**src/rtl/crypt_round_sequencer.sv**
```systemverilog
// Round sequencer for the S-LUT round datapath.
// Takes one block per input handshake, walks the datapath through a load
// cycle and NUM_ROUNDS keyed rounds, captures the final state and presents
// it on an output handshake. GLOBAL_EN freezes the processing side while the
// output handshake stays live.
module crypt_round_sequencer #(
    parameter int NUM_ROUNDS = 3,
    parameter int LUT_LAT    = 1,
    parameter int DATA_W     = 32,
    localparam int RW        = $clog2(NUM_ROUNDS + 1),
    localparam int WW        = (LUT_LAT > 1) ? $clog2(LUT_LAT) : 1
) (
    input  logic              CLK,
    input  logic              RST_N,
    input  logic              GLOBAL_EN,
    input  logic              IN_VALID,
    output logic              IN_READY,
    input  logic [DATA_W-1:0] CipherText,
    output logic [DATA_W-1:0] DP_DATA,
    output logic              Sel,
    output logic              EN,
    output logic [RW-1:0]     ROUND,
    input  logic [DATA_W-1:0] DP_RESULT,
    output logic              OUT_VALID,
    input  logic              OUT_READY,
    output logic [DATA_W-1:0] PlainText,
    output logic              BUSY
);

    typedef enum logic [2:0] {
        ST_IDLE,
        ST_LOAD,
        ST_ROUND,
        ST_CAPTURE,
        ST_DONE
    } state_t;

    localparam logic [WW-1:0] WAIT_INIT  = WW'(LUT_LAT - 1);
    localparam logic [RW-1:0] LAST_ROUND = RW'(NUM_ROUNDS);
    localparam logic [RW-1:0] FIRST_ROUND = RW'(1);

    state_t             state_reg, state_next;
    logic [RW-1:0]      round_reg, round_next;
    logic [WW-1:0]      wait_reg, wait_next;
    logic [DATA_W-1:0]  dp_data_reg, dp_data_next;
    logic [DATA_W-1:0]  plain_reg, plain_next;
    // Keeps IN_READY low through reset and for the first edge after release,
    // so no block can be taken on the reset-recovery edge.
    logic               armed_reg;

    // State, counters and data registers; everything clears on async reset.
    always_ff @(posedge CLK or negedge RST_N) begin
        if (!RST_N) begin
            state_reg   <= ST_IDLE;
            round_reg   <= '0;
            wait_reg    <= '0;
            dp_data_reg <= '0;
            plain_reg   <= '0;
            armed_reg   <= 1'b0;
        end else begin
            state_reg   <= state_next;
            round_reg   <= round_next;
            wait_reg    <= wait_next;
            dp_data_reg <= dp_data_next;
            plain_reg   <= plain_next;
            armed_reg   <= 1'b1;
        end
    end

    // Next-state and datapath control decode. Outside DONE a low GLOBAL_EN
    // leaves every *_next equal to its register and suppresses EN.
    always_comb begin
        state_next   = state_reg;
        round_next   = round_reg;
        wait_next    = wait_reg;
        dp_data_next = dp_data_reg;
        plain_next   = plain_reg;
        IN_READY     = 1'b0;
        Sel          = 1'b0;
        EN           = 1'b0;
        ROUND        = '0;
        OUT_VALID    = 1'b0;

        case (state_reg)
            ST_IDLE: begin
                IN_READY = GLOBAL_EN & armed_reg;
                if (GLOBAL_EN && armed_reg && IN_VALID) begin
                    dp_data_next = CipherText;
                    state_next   = ST_LOAD;
                end
            end
            ST_LOAD: begin
                Sel = 1'b1;
                EN  = GLOBAL_EN;
                if (GLOBAL_EN) begin
                    round_next = FIRST_ROUND;
                    wait_next  = WAIT_INIT;
                    state_next = ST_ROUND;
                end
            end
            ST_ROUND: begin
                ROUND = round_reg;
                if (GLOBAL_EN) begin
                    if (wait_reg == '0) begin
                        // Last cycle of this round: datapath commits its output.
                        EN = 1'b1;
                        if (round_reg < LAST_ROUND) begin
                            round_next = RW'(round_reg + 1'b1);
                            wait_next  = WAIT_INIT;
                        end else begin
                            state_next = ST_CAPTURE;
                        end
                    end else begin
                        wait_next = wait_reg - 1'b1;
                    end
                end
            end
            ST_CAPTURE: begin
                if (GLOBAL_EN) begin
                    plain_next = DP_RESULT;
                    state_next = ST_DONE;
                end
            end
            ST_DONE: begin
                // Output side is never frozen; handshake completes regardless of GLOBAL_EN.
                OUT_VALID = 1'b1;
                if (OUT_READY) begin
                    state_next = ST_IDLE;
                end
            end
            default: begin
                state_next = ST_IDLE;
            end
        endcase
    end

    assign BUSY      = (state_reg != ST_IDLE);
    assign DP_DATA   = dp_data_reg;
    assign PlainText = plain_reg;

endmodule

```
**config.mk**
```make
export PLATFORM = sky130hd
export DESIGN_NAME = crypt_round_sequencer
export DESIGN_NICKNAME = d
export VERILOG_FILES = /design/src/rtl/crypt_round_sequencer.sv
export SDC_FILE = /design/constraint.sdc
export NUM_CORES = 1
export LEC_CHECK = 0
export CAP_MARGIN = 5
export CORE_UTILIZATION = 44
export CTS_CLUSTER_DIAMETER = 30
export DETAILED_ROUTE_END_ITERATION = 10
export PLACE_DENSITY = 0.86
export RECOVER_POWER = 50
export SKIP_CTS_REPAIR_TIMING = 1
export SYNTH_ARGS = -nofsm -noshare
export SYNTH_HDL_FRONTEND = slang
export SYNTH_SLANG_ARGS = --single-unit
```
**constraint.sdc**
```tcl
create_clock -name CLK -period 4.1 [get_ports CLK]
set_input_delay 0.41 -clock CLK [delete_from_list [all_inputs] [get_ports CLK]]
set_output_delay 0.41 -clock CLK [all_outputs]
set_load 0.03 [all_outputs]
```
# [Yosys cells after proc, flatten, opt, wreduce, memory -nomap -nowiden]
# Cells that the tools add are included.
[word_totals] regBits=71 out_inout_bits=71 elab_cells=56
[op_classes] n_addsub=2 n_lt_le_gt_ge=1 n_eq_ne=12 n_mux=24 bitwise_logic=1 n_reduce_logical=10
[ops] cell="3-bit 2-to-1 mux" n=7
[ops] cell="2-bit != test, second input constant" n=8
[ops] cell="3-bit case mux with 5 select lines" n=1
[ops] cell="2-bit 2-to-1 mux" n=5
[ops] cell="1-bit 2-to-1 mux" n=8
[ops] cell="7-bit AND reduction" n=1
[ops] cell="3-bit by 2-bit == test with 1-bit output, second input constant" n=2
[ops] cell="5-bit AND reduction" n=1
[ops] cell="1-bit case mux with 2 select lines" n=2
[ops] cell="2-bit case mux with 2 select lines" n=1
[ops] cell="2-bit AND reduction" n=2
[ops] cell="3-bit by 1-bit == test with 1-bit output, second input constant" n=1
[ops] cell="3-bit == test, second input constant" n=1
[ops] cell="3-bit zero test" n=1
[ops] cell="3-bit AND reduction" n=1
[ops] cell="3-bit nonzero test" n=1
[ops] cell="2-bit by 1-bit adder with 2-bit output, second input constant" n=1
[ops] cell="1-bit logical AND" n=2
[ops] cell="2-bit < comparator, second input constant" n=1
[ops] cell="2-bit nonzero test" n=1
[ops] cell="1-bit AND" n=1
[ops] cell="1-bit subtractor, second input constant" n=1

# [Longest topological paths before layout]
# Gate-level depths: netlist of run 1.
[depth] ltp_word=5 ltp_mapped=6 mapped_depth_nobuf=4

# [Worst setup path before layout of run 1]
# OpenSTA, ideal clock, no wires.
[synth_timing] kind="reg-to-output" start="reg state_reg[0]" end="out ROUND[0]" arrival_time_ns=1.701 t_required_ns=3.690 setup_slack_ns=1.989 path_stages_with_launch=3 path_buffers=1 cell_sequence="dfrtp_1 -> clkbuf_1 -> nor4b_1"
[synth_between] elab_chain_cells=2
[synth_lines] element="from (decl)" line_no="42" source="state_t state_reg, state_next;"
[synth_lines] element="from (signal assigned)" line_no="61" source="state_reg <= state_next;"
[synth_lines] element="3-bit by 2-bit == test with 1-bit output" line_no="84" source="case (state_reg)"
[synth_lines] element="2-bit 2-to-1 mux" line_no="84"
[synth_lines] element="to (decl)" line_no="22" source="output logic [RW-1:0] ROUND,"
# No other way between the ends.

# [Final worst setup path of run 1]
[layout_timing] start="in GLOBAL_EN" end="out IN_READY"
[layout_between] elab_chain_cells=2
[layout_lines] element="from (decl)" line_no="15" source="input logic GLOBAL_EN,"
[layout_lines] element="1-bit AND" line_no="86" source="IN_READY = GLOBAL_EN & armed_reg;"
[layout_lines] element="1-bit 2-to-1 mux" line_no="84"
[layout_lines] element="to (decl)" line_no="17" source="output logic IN_READY,"
# No other way between the ends.

==> summary.txt, run 1 <==
Synthesis
  • Seq/Total Area, Yosys: 0.597
  • Syn avg cell area: between 15 and 20 um2
  • Post-synthesis async set-or-reset flop share: 1.00
  • Synth Net Count: roughly 250
  • Top cell type's share of synthesized area: 0.597
  • Count leader, synth: dfrtp_1
  • Main synth FF type: dfrtp_1
  • Flops & latches, synth: 70
  • Post-synth EDFFs: 0
  • Count of cell types in the netlist: 32
  • Synth cell count leaders: dfrtp_1, mux2_2, mux2_4, buf_12
  • Cells after Synth: 175
  • Top area cells in the synthesized netlist: dfrtp_1, mux2_4, mux2_2, buf_12, a22o_1
  • Ys Warns: 0
  • Yosys top cell by area: dfrtp_1
  • Cell Area, Synth: about 3000 um2

Place
  • Placed inst area: 4310 um2
  • GPL Wtd Cong: 0.794
  • HPWL Detailed: ~4.3 mm
  • Number of port buffers: ~140

Global routing
  • Total gr overflow: 0
  • Largest net degree at the start of global routing: 38
  • GRT Util Overall: 0.181
  • First-pass GRT wire length: ~10 mm
  • Initial antenna violation count: 0
  • Via count of the first global-routing pass: between 2,000 and 2,500

STA
  • Tcrit/Tclk final: 0.595
  • Skew final: 10.1 ps
  • Worst-margin pin slew: between 1500 and 2000 ps
  • Final Max Tran Viols: 35
  • RSZ-0062 raised after global routing: no
  • Period minus WS final: 2440 ps
  • Setup TNS: 0 ps
  • Fin. Hold Viols: 0
  • Setup violators final: 0
  • Relative slew slack: -0.205
  • Max Clock Freq: around 0.41 GHz

Power
  • P_int: 2.42 mW
  • LEAKAGE: 2.00 nW
  • Peak supply drop: ~540 uV
  • Switching power: ~1.5 mW
  • P per Cell Area: ~860 nW/um2
  • Gate power share: 0.515
  • Sw frac: 0.380
  • Reg power frac: 0.314
  • Clock group share of total power: 0.171

Floorplanning
  • Die Ht: 83.6 um
  • FP Rows: 29
  • Die area: about 7000 um2
  • DIE WIDTH: around 84 um
  • Initial Utilization: 0.459
  • Core Area: between 6000 and 7000 um2
  • IO Count: 140

Setup path
  • Most frequent CP cell: clkdlybuf4s50_1
  • Cells on worst reg2reg path: 2
  • Worst R2R End: PlainText[22]
  • Critical path's largest stage delay: 660 ps
  • Critical Path RT: 3690 ps
  • Critical Path, Cell by Cell: clkdlybuf4s50_1 -> nor2b_4 -> and3_2 -> clkdlybuf4s50_1
  • WP depth: 4
  • Critical Path Start: GLOBAL_EN
  • Slowest cell on crit path: clkdlybuf4s50_1
  • Setup crit end kind: output port
  • R2r setup slk: 2120 ps
  • FF-to-FF Start: state_reg[0]
  • Worst path buffer plus inverter count: 2
  • CP top delay family: buffers and inverters
  • Worst-path fanout max: 5
  • Crit Path Category: input pin to output port
  • Critical path arrival: between 2000 and 2500 ps
  • Kind of start point of the critical path: input pin
  • Worst setup endpoint: IN_READY

Finish
  • Final design area excluding fillers: between 4000 and 5000 um2
  • Nets@finish: slightly below 400
  • Area of the multi-input gates: ~1100 um2
  • Share of layout cells above drive strength 1: 0.280
  • Area Growth Syn to Fin: 55.2%
  • Ant. Diodes: 0
  • Register Area: ~1800 um2
  • FILL cells: 461

Clock tree
  • Root Driver: clkbuf_8
  • Clock buffer depth: 2
  • CTS tree: built
  • H-tree depth: 3
  • Reg clk slew, reported paths: 70 ps
  • CTS buffer count: 9
  • Clock sinks: 70
  • Worst-Skew Late Latency: ~320 ps

Routing
  • 1st-pass router iterations: 4
  • Final WL: between 6 and 7 mm
  • Routed WL per cell: 15.2 um
  • # DRC: 0
  • Initial DRC Count: 43
  • Routed Antenna Nets: 0
  • Vias per cell: between 4 and 5
  • Vias: ~1,900

Status
  • Violated checks: capacitance limit, slew limit
  • Outcome: finished, violations left

Flow run
  • Max Cap Viol: 1

Hold path
  • Hold Crit Class: flip-flop to flip-flop
  • Hold depth: 1
cells by family after synthesis:
group | share of synthesized area
flip-flops | 0.597
multiplexers | 0.288
AND/OR/NAND/NOR | 0.0461
buffers and inverters | 0.0418
AO/OA/AOI/OAI | 0.0154
XOR/XNOR | 0.00597
adder cells (fa/ha/maj) | 0.00427
other | 0.00128
through the flow:
stage	hold WS [ps]	setup slack [ps]	cells	power, mW	utilization
floorplan	114	1990	175	2.48	-
detailed placement	491	1620	382	3.32	0.675
CTS	167	1680	398	4.01	0.713
global route	521	1220	398	4.10	0.713
finish	500	1660	398	3.90	0.713
global placement	489	1690	382	3.28	0.675
worst min path at each step:
| stage | start | slack [ps] | end |
|---|---|---|---|
| 6_report | PlainText[29] | 500 | PlainText[29] |
| 5_1_grt | DP_DATA[21] | 520 | DP_DATA[21] |
| 4_1_cts | RST_N | 170 | DP_DATA[22] |
| 3_5_place_dp | DP_DATA[25] | 490 | DP_DATA[25] |
| 3_3_place_gp | PlainText[13] | 490 | PlainText[13] |
| 2_1_floorplan | RST_N | 110 | DP_DATA[0] |
cell usage in the layout (no fill, tap or decap), types with 3 or more instances in the layout:
cell type / netlist / layout
mux2_2: 35 / 35
dfrtp_1: 70 / 70
clkbuf_8: 0 / 10
bufinv_16: 0 / 3
clkdlybuf4s50_1: 0 / 107
dlygate4sd3_1: 0 / 31
mux2_4: 30 / 30
layer usage:
metal	part of all wire	GRT usage	vias to the layer above
met3	0.080	0.0554	8
met5	0	0	-
li1	-	-	902
met1	0.43	0.236	951
met4	0.0096	0.0555	0
met2	0.48	0.291	87
final cells by class:
cell class / instances / share of cell area
timing repair buffer: 140 / 0.305
clock buffer: 10 / 0.0302
inverter: 2 / 0.00165
clock inverter: 6 / 0.0239
tap: 77 / 0.0212
multi-input combinational: 93 / 0.233
sequential: 70 / 0.385
power groups by stage:
stage,Clock [mW],Sequential (mW),Combinational [mW]
global placement,0,1.23,2.05
CTS,0.687,1.24,2.09
floorplan,0,1.84,0.634
finish,0.668,1.23,2.01
detailed placement,0,1.24,2.08
global route,0.717,1.28,2.10
No activity file was read; power rests on OpenSTA's default activity.
==> inputs of run 2 (changes only) <==
- CORE_UTILIZATION: 44 -> 41
- PLACE_DENSITY: 0.86 -> 0.81
- clock period: 4.1 -> 2.4 ns (I/O delays scaled with it)
==> summary.txt, run 2 (synthesis gave the netlist of run 1 again) <==
Hold path
  • Hold depth: 1
  • Hold Crit Class: flip-flop to flip-flop

Floorplanning
  • DIE WIDTH: 86.6 um
  • IO Count: 140
  • Initial Utilization: 0.427
  • FP Rows: 30
  • Die Ht: between 80 and 90 um
  • Die area: 7500 um2
  • Core Area: about 6900 um2

STA
  • Max Clock Freq: 0.449 GHz
  • Skew final: around 7 ps
  • Tcrit/Tclk final: 0.928
  • Period minus WS final: 2230 ps
  • Setup TNS: 0 ps
  • Final Max Tran Viols: 0
  • Setup violators final: 0
  • Relative slew slack: 0.414
  • RSZ-0062 raised after global routing: no
  • WHS: ~500 ps
  • Fin. Hold Viols: 0
  • Worst-margin pin slew: 879 ps
  • Slack of the critical path: approximately 170 ps

Routing
  • Routed Antenna Nets: 0
  • 1st-pass router iterations: 3
  • # DRC: 0
  • Final WL: between 6 and 7 mm
  • Initial DRC Count: 25
  • Routed WL per cell: about 15 um
  • Vias: about 2,000
  • Vias per cell: roughly 4.7

Setup path
  • Kind of start point of the critical path: flip-flop
  • Crit Path Category: flip-flop to output port
  • Critical Path RT: 2160 ps
  • Cells on worst reg2reg path: 4
  • Critical path arrival: roughly 2000 ps
  • Setup crit end kind: output port
  • Worst-path fanout max: 14

Finish
  • Nets@finish: between 300 and 400
  • Post-Layout Cell Count: roughly 420
  • Area Growth Syn to Fin: 55.3%
  • Ant. Diodes: 0
  • Share of layout cells above drive strength 1: 0.277
  • Final Core Density: 0.663
  • Final design area excluding fillers: 4560 um2
  • Commonest cells after routing, fill and taps aside: clkdlybuf4s50_1, dfrtp_1, mux2_2, dlygate4sd3_1, mux2_4
  • Commonest non-fill, non-tap cell in the layout: clkdlybuf4s50_1

Clock tree
  • CTS buffer count: 9
  • H-tree depth: 3
  • Clock sinks: 70
  • Reg clk slew, reported paths: 70 ps
  • Worst-Skew Late Latency: around 330 ps
  • CTS tree: built
  • Clock buffer depth: 2
  • Root Driver: clkbuf_8

Power
  • P per Cell Area: around 1400 nW/um2
  • LEAKAGE: between 1.5 and 2 nW
  • Peak supply drop: 685 uV
  • Design Power: 6.40 mW

Place
  • Number of port buffers: 139
  • Post-Place Setup Slack: just over 300 ps
  • Placed Cells: 405
  • Placed inst area: roughly 4400 um2
  • GPL Wtd Cong: roughly 0.74
  • HPWL Detailed: 4.68 mm

Flow run
  • Max Cap Viol: 0

Global routing
  • GRT Util Overall: 0.175
  • Largest net degree at the start of global routing: 37
  • Initial antenna violation count: 0
  • Via count of the first global-routing pass: 2,037
  • First-pass GRT wire length: roughly 10 mm
  • Total gr overflow: 0

Status
  • Outcome: finished clean
==> run 2: cell count changes in the layout (fill, tap and decap cells not counted) <==
cell | previous run | this run
buf_12 | 0 | 2
bufinv_16 | 3 | 0
clkbuf_1 | 1 | 4
clkbuf_2 | 1 | 3
clkbuf_8 | 10 | 11
clkdlybuf4s50_1 | 107 | 108
clkinv_2 | 2 | 1
clkinv_4 | 1 | 0
==> run 2: cell type report <==
type	instances	area, um2
fill	546	2310
timing repair buffer	145	1450
sequential	70	1750
tap	96	120
multi-input combinational	93	1060
clock buffer	14	163
clock inverter	1	5.00
inverter	2	7.51
==> run 2: where the power goes <==
part | switching (mW) | internal [mW] | total, mW | leakage, nW
sequential | 0.348 | 1.76 | 2.10 | 0.847
clock | 0.405 | 0.427 | 0.831 | 0.0865
combinational | 1.78 | 1.69 | 3.46 | 1.06
==> run 2: worst paths after layout <==
| kind | from | to | slack, ps |
|---|---|---|---|
| min in group asynchronous | RST_N | DP_DATA[26] | 710 |
| worst max register to register | state_reg[2] | PlainText[17] | 520 |
| worst min-delay path | PlainText[25] | PlainText[25] | 500 |
| max in group asynchronous | RST_N | DP_DATA[4] | 1130 |
| worst min register to register | PlainText[25] | PlainText[25] | 500 |
| worst max-delay path | state_reg[0] | BUSY | 170 |
==> run 2: layer usage <==
layer | track usage | up-vias | wire, um
met1 | 0.226 | 964 | 2790
met3 | 0.0543 | 7 | 520
met4 | 0.0636 | 0 | 66
li1 | - | 906 | -
met5 | 0 | - | 0
met2 | 0.278 | 94 | 3050
==> run 2: worst max-delay path, cell delays in order, from the launching register on <==
cell and delay, ps:
dfrtp_1 530, or3_2 520, clkdlybuf4s50_1 600
